## src/rtl/lzc_seq.sv

```systemverilog
// lzc_seq: multi-cycle leading-zero counter with valid/ready on both sides.
// Scans CHUNK bits per cycle, MSB first; all-zero words report WIDTH.
module lzc_seq #(
    parameter int WIDTH = 16,
    parameter int CHUNK = 4,
    localparam int CW = $clog2(WIDTH) + 1
) (
    input  logic             clk,
    input  logic             rst_n,
    input  logic             in_valid,
    output logic             in_ready,
    input  logic [WIDTH-1:0] in_data,
    output logic             out_valid,
    input  logic             out_ready,
    output logic [CW-1:0]    out_count,
    output logic             out_zero
);

    localparam int NCH = WIDTH / CHUNK;
    localparam int IW  = (NCH > 1) ? $clog2(NCH) : 1;

    typedef enum logic [1:0] {
        IDLE = 2'd0,
        SCAN = 2'd1,
        DONE = 2'd2
    } state_t;

    state_t           state_q;
    logic [WIDTH-1:0] sh_q;
    logic [IW-1:0]    idx_q;
    logic [CW-1:0]    acc_q;
    logic [CW-1:0]    cnt_q;
    logic             zero_q;
    logic             in_ready_q;
    logic             out_valid_q;

    logic [CHUNK-1:0] top_w;
    logic             hit_w;
    logic             last_w;
    logic [CW-1:0]    clz_w;
    logic [CW-1:0]    acc_step_w;
    logic [CW-1:0]    acc_hit_w;
    logic [WIDTH-1:0] sh_next_w;

    assign top_w      = sh_q[WIDTH-1 -: CHUNK];
    assign hit_w      = |top_w;
    assign last_w     = (idx_q == IW'(NCH - 1));
    assign acc_step_w = acc_q + CW'(CHUNK);
    assign acc_hit_w  = acc_q + clz_w;

    // Priority-encode the chunk: the highest set bit is the last one to write.
    always_comb begin
        clz_w = '0;
        for (int i = 0; i < CHUNK; i++) begin
            if (top_w[i]) begin
                clz_w = CW'(CHUNK - 1 - i);
            end
        end
    end

    // Advance the scan window; a single-chunk word never shifts.
    if (NCH > 1) begin : g_shift
        assign sh_next_w = {sh_q[WIDTH-CHUNK-1:0], {CHUNK{1'b0}}};
    end else begin : g_noshift
        assign sh_next_w = '0;
    end

    // Control FSM with registered handshake outputs and result registers.
    always_ff @(posedge clk or negedge rst_n) begin
        if (!rst_n) begin
            state_q     <= IDLE;
            sh_q        <= '0;
            idx_q       <= '0;
            acc_q       <= '0;
            cnt_q       <= '0;
            zero_q      <= 1'b0;
            in_ready_q  <= 1'b1;
            out_valid_q <= 1'b0;
        end else begin
            unique case (state_q)
                IDLE: begin
                    if (in_valid && in_ready_q) begin
                        sh_q       <= in_data;
                        acc_q      <= '0;
                        idx_q      <= '0;
                        in_ready_q <= 1'b0;
                        state_q    <= SCAN;
                    end
                end
                SCAN: begin
                    if (hit_w) begin
                        acc_q       <= acc_hit_w;
                        cnt_q       <= acc_hit_w;
                        zero_q      <= 1'b0;
                        out_valid_q <= 1'b1;
                        state_q     <= DONE;
                    end else if (last_w) begin
                        acc_q       <= CW'(WIDTH);
                        cnt_q       <= CW'(WIDTH);
                        zero_q      <= 1'b1;
                        out_valid_q <= 1'b1;
                        state_q     <= DONE;
                    end else begin
                        acc_q <= acc_step_w;
                        sh_q  <= sh_next_w;
                        idx_q <= idx_q + IW'(1);
                    end
                end
                DONE: begin
                    if (out_ready) begin
                        out_valid_q <= 1'b0;
                        in_ready_q  <= 1'b1;
                        state_q     <= IDLE;
                    end
                end
                default: begin
                    out_valid_q <= 1'b0;
                    in_ready_q  <= 1'b1;
                    state_q     <= IDLE;
                end
            endcase
        end
    end

    assign in_ready  = in_ready_q;
    assign out_valid = out_valid_q;
    assign out_count = cnt_q;
    assign out_zero  = zero_q;

endmodule

```

## config.mk

```make
export PLATFORM = sky130hd
export DESIGN_NAME = lzc_seq
export DESIGN_NICKNAME = d
export VERILOG_FILES = /design/src/rtl/lzc_seq.sv
export SDC_FILE = /design/constraint.sdc
export NUM_CORES = 1
export LEC_CHECK = 0
export ABC_CLOCK_PERIOD_IN_PS = 2700
export CORE_MARGIN = 2
export CORE_UTILIZATION = 61
export DETAILED_ROUTE_END_ITERATION = 8
export DONT_BUFFER_PORTS = 1
export MAX_ROUTING_LAYER = met4
export PLACE_DENSITY_LB_ADDON = 0.2
export RECOVER_POWER = 25
export SYNTH_ARGS = -nofsm -noshare
export SYNTH_HDL_FRONTEND = slang
export SYNTH_SLANG_ARGS = --single-unit
```

## constraint.sdc

```tcl
create_clock -name clk -period 2.7 [get_ports clk]
set_input_delay 0.135 -clock clk [delete_from_list [all_inputs] [get_ports clk]]
set_output_delay 0.135 -clock clk [all_outputs]
set_load 0.1 [all_outputs]
```

Word level (Yosys, flattened, before mapping)
Index checks and enable logic that the tools add are counted.
{ "totals": {"romBits": 0, "memories": 0, "elab_cells": 63, "latchBits": 0, "in_bits": 20, "output_inout_bits": 8, "ramBits": 0, "regBits": 33} }
{ "op_classes": {"div": 0, "bitwise_logic": 2, "n_reduce_logical": 11, "addsub": 3, "shift": 0, "mux": 31, "eq_ne": 8, "n_lt_le_gt_ge": 0, "n_mul": 0} }
{ "ops": {"columns": ["op", "n"], "rows": [
  ["$mux W16", 3],
  ["$mux W5", 7],
  ["$pmux W16 S2", 1],
  ["$mux W2", 9],
  ["$pmux W5 S2", 1],
  ["$reduce_and A3 Y1", 3],
  ["$ne A2 B2 Y1 const B", 4],
  ["$mux W1", 6],
  ["$pmux W1 S3", 2],
  ["$pmux W2 S3", 1],
  ["$add A5 B3 Y5 const B", 1],
  ["$add A5 B5 Y5", 1],
  ["$eq A2 B2 Y1 const B", 2],
  ["$pmux W2 S2", 1],
  ["$reduce_and A2 Y1", 2],
  ["$reduce_and A4 Y1", 1],
  ["$reduce_bool A2 Y1", 2],
  ["$reduce_or A4 Y1", 1],
  ["$ne A3 B3 Y1 const B", 1],
  ["$add A2 B1 Y2 const B", 1],
  ["$eq A2 B1 Y1 const B", 1],
  ["$logic_not A2 Y1", 1],
  ["$not A1 Y1", 2],
  ["$logic_and A1 B1 Y1", 1]
]} }

Depth between registers and ports, before layout
{ "depth": {"ltp_word": 7, "depth_mapped": 8, "depth_no_buf": 8} }

Least setup slack after synthesis
Ideal clock, no wire load.
{ "synth_timing": {"path_type": "reg2reg", "from": "register in_ready_q (netlist: in_ready)", "to": "register sh_q[12]", "synth_period_minus_slack_ns": 2.046, "t_required_ns": 2.579, "setup_slack_ns": 0.654, "n_path_buf": 2, "t_arrival_ns": 1.925, "path_stages_with_launch": 6, "cell_sequence": "dfstp_2 -> or4bb_1 -> clkbuf_1 -> clkbuf_1 -> o22ai_1 -> nor2_1"} }
{ "synth_via": {"elab_chain_len": 3} }
{ "synth_rtl": {"columns": ["item", "line_no", "source"], "rows": [
  ["start: declaration", "34", "logic in_ready_q;"],
  ["start signal: assignment", "77", "in_ready_q <= 1'b1;"],
  ["start signal: assignment", "86", "in_ready_q <= 1'b0;"],
  ["start signal: assignment", "112", "in_ready_q <= 1'b1;"],
  ["$logic_and A1 B1 Y1", "82", "if (in_valid && in_ready_q) begin"],
  ["$ne A2 B2 Y1 (no line)", null, null],
  ["$reduce_and A4 Y1 (no line)", null, null],
  ["end signal: assignment", "83", "sh_q <= in_data;"],
  ["end signal: assignment", "105", "sh_q <= sh_next_w;"],
  ["end: declaration", "29", "logic [WIDTH-1:0] sh_q;"]
]} }
No other way between the ends.
A chain may end at the register's enable or synchronous reset.

Worst setup path after layout
{ "layout_timing": {"from": "register idx_q[0]", "to": "register sh_q[6]"} }
{ "layout_via": {"elab_chain_len": 3} }
{ "layout_rtl": {"columns": ["item", "line_no", "source"], "rows": [
  ["start: declaration", "30", "logic [IW-1:0] idx_q;"],
  ["start signal: assignment", "106", "idx_q <= idx_q + IW'(1);"],
  ["$eq A2 B2 Y1", "47", "assign last_w = (idx_q == IW'(NCH - 1));"],
  ["$ne A2 B2 Y1 (no line)", null, null],
  ["$reduce_and A4 Y1 (no line)", null, null]
]} }
No other way between the ends.

==> results.yml <==
setup_path:
  crit_required_ns: 2.97
  critPathBufInv: 0
  path_delay_family: "simple AND/OR/NAND/NOR gates"
  setup.worst_path.end_class: "flip-flop"
  reg2reg_from: "idx_q[0]"
  critPathMaxStageDelay_ns: 0.68
  slowest_stage: "o21ai_1"
  timing_worst_setup_path_type: "flip-flop to flip-flop"
  critPathArrivalTime_ns: 2.47
  crit_path_cell_trace: "ha_1 > or3b_2 > o21ai_1 > nor2_1 > nor2_1"
  worstPathMaxFanout: 12
  crit_start: "idx_q[0]"
  cpMostUsedCell: "nor2_1"
  critical_path.startpoint_type: "flip-flop"
drt:
  route.met3.wl_um: 182
  wl_met2_um: 1710
  wl_met1_um: 1400
  via_per_inst: 5.98
  highest_layer: "met4"
  num_vias: 1225
  first_pass_iters: 4
  ant_nets: 0
  wl_per_cell_um: 16.3
  drc: 0
  wirelength_um: 3340
  drtIter0Drc: 51
timing:
  slew_headroom: -0.160
  finClkSkew_ns: 0.0129
  hold_viol: 0
  rsz0062_at_grt: "false"
  final.min_clock_period_ns: 2.20
  slew_viol_final: 34
  fin_crit_sh: 0.815
  fmax_mhz: 454
  finalSetupViolations: 0
  worst_slew_pin_slew_ns: 1.74
  final.setup.tns_ns: 0
power_and_ir_drop:
  power_per_cell_area_nw_per_um2: 1090
  power_leakage_nw: 0.835
  ir_drop_uv: 891
clock_network:
  root_buffer: "clkbuf_4"
  clk_pin_slew_ns: 0.10
  cts_sinks: 33
  cts_resized: 0
  numCtsBuffers: 5
  post_cts_buffers: 0
  cts_htree_levels: 2
  cts_buffer_depth: 2
  cts_tree: "done"
  clock_latency_ns: 0.34
floorplanning:
  placementRows: 18
  die_h_um: 53.9
  die_w_um: 53.9
  ioPinCount: 28
  core-area_um2: 2410
  die_area_um2: 2900
  start_util: 0.629
hold_path:
  min_path_type: "input port to flip-flop"
  hp-start: "in_data[7]"
synth:
  synth_ff_type: "dfrtp_1"
  synth-seq-cells: 33
  synth_nets: 178
  synthDominantCellAreaShare: 0.528
  ys.warnings.count: 0
  postSynth.asyncResetShare: 1.00
  synth_common_cells: "dfrtp_1, nor2_1, o22ai_1, nand2_1, inv_1"
  yosysSeqAreaShare: 0.545
  yosys-top-cells-area: "dfrtp_1, nor2_1, o22ai_1"
  synth_enable_flop_cells: 0
  synthCells: 153
  avgSynthCellArea_um2: 9.91
  synth.most_common_cell: "dfrtp_1"
  syn_area_um2: 1520
  ys_types: 36
  synth_top_area_cell: "dfrtp_1"
final_layout:
  fillerInstances: 151
  nets: 199
  drive_above_1_share: 0.0971
  utilization: 0.740
  antenna_cells: 0
  final_area_um2: 1780
  area_growth_pct: 17.7
outcome:
  run_status: "finished with violations"
  failed_checks: "capacitance limit, slew limit"
global_routing:
  grt_usage: 0.284
  antenna_found_initial: 0
  grt_pass1_vias: 1191
  grt_overflow: 0
  grt_max_degree: 34
  grt_pass1_wl_um: 5470
run:
  drv_cap: 1
place:
  dp_hpwl_um: 2080
  gp_congestion: 0.879
  port_buffers: 0
  placed_cell_area_um2: 1580
[metrics by stage]
stage | total power [W] | setup slack (ns) | instances | hold slack (ns)
after floorplan | 0.00139 | 0.654 | 153 | -0.161
after global placement | 0.00149 | 0.731 | 184 | -0.160
after detailed placement | 0.00152 | 0.609 | 184 | -0.160
after CTS | 0.00193 | 0.623 | 205 | 0.00786
after global routing | 0.00206 | 0.385 | 205 | 0.00118
final | 0.00194 | 0.499 | 205 | 0.00299
[path summary, 6_finish.rpt]
kind	slack (ns)	to	cells past startpoint
worst min-delay path	0.003	sh_q[7]	2
min in group asynchronous	0.79	out_count[2]	2
max in group asynchronous	0.91	acc_q[4]	2
worst max-delay path	0.50	sh_q[6]	5
worst min register to register	0.51	sh_q[4]	2
worst max register to register	0.50	sh_q[6]	5
[timing repair]
action | CTS | global route
hold endpoints to repair | 44 | 0
hold buffers | 13 | 0
endpoints found under the setup margin | 0 | 0
[worst register-to-register path: stages, from the launching register on]
cell	delay (ns)
dfrtp_1	0.42
ha_1	0.26
or3b_2	0.51
o21ai_1	0.68
nor2_1	0.11
nor2_1	0.16
[final cells by class]
cell class                 instances  area [µm²]  share of cell area
timing repair buffer              20         176              0.0989
tap                               30        37.5              0.0210
inverter                           8        30.0              0.0168
sequential                        33         827               0.464
clock buffer                       7        55.1              0.0309
clock inverter                     1        30.0              0.0168
multi-input combinational        106         628               0.352
[state kept, by name (all words and copies together) (netlist names)]
| register | cells |
|---|---|
| idx_q | 2 |
| acc_q | 5 |
| out_valid | 1 |
| in_ready | 1 |
| out_count | 5 |
| out_zero | 1 |
| sh_q | 16 |
| state_q | 2 |
[where the power goes]
group          leakage [nW]  internal, W  switching [W]  total (W)
clock network        0.0455     0.000221       0.000168   0.000389
logic                 0.382     0.000205       0.000398   0.000604
registers             0.407     0.000688       0.000259   0.000947
total                 0.835      0.00111       0.000826    0.00194
[logic make-up (layout without fill, tap and decap cells)]
family                     Yosys count  in the layout  share of synthesized area
and+or+nand+nor                     57             57                      0.170
AOI/OAI and AO/OA                   41             41                      0.181
DFF                                 33             33                      0.545
buffers and inverters               14             36                     0.0404
adders and majority gates            5              5                     0.0462
xor gates and xnor gates             3              3                     0.0173
[cell usage in the layout, fill, tap and decap left out, types with 2 or more instances in the layout]
cell type and n:
buf_4 7, xor2_1 2, nor2b_1 2, a22oi_1 2, dlygate4sd3_1 12, nor2_1 29
clkbuf_4 5, o21ai_0 4, ha_1 4, nand2_1 13, clkbuf_1 2, nand3_1 4
o22ai_1 16, o211ai_1 2, a22o_1 5, inv_1 8, nor3_1 2, a21oi_1 4
dfrtp_1 32
[per-layer routing]
layer / vias to the layer above / global-route usage
li1: 585 / -
met3: 6 / 0.0556
met2: 37 / 0.453
met5: - / -
met1: 597 / 0.352
met4: 0 / 0.124
(Power assumes the default switching activity.)
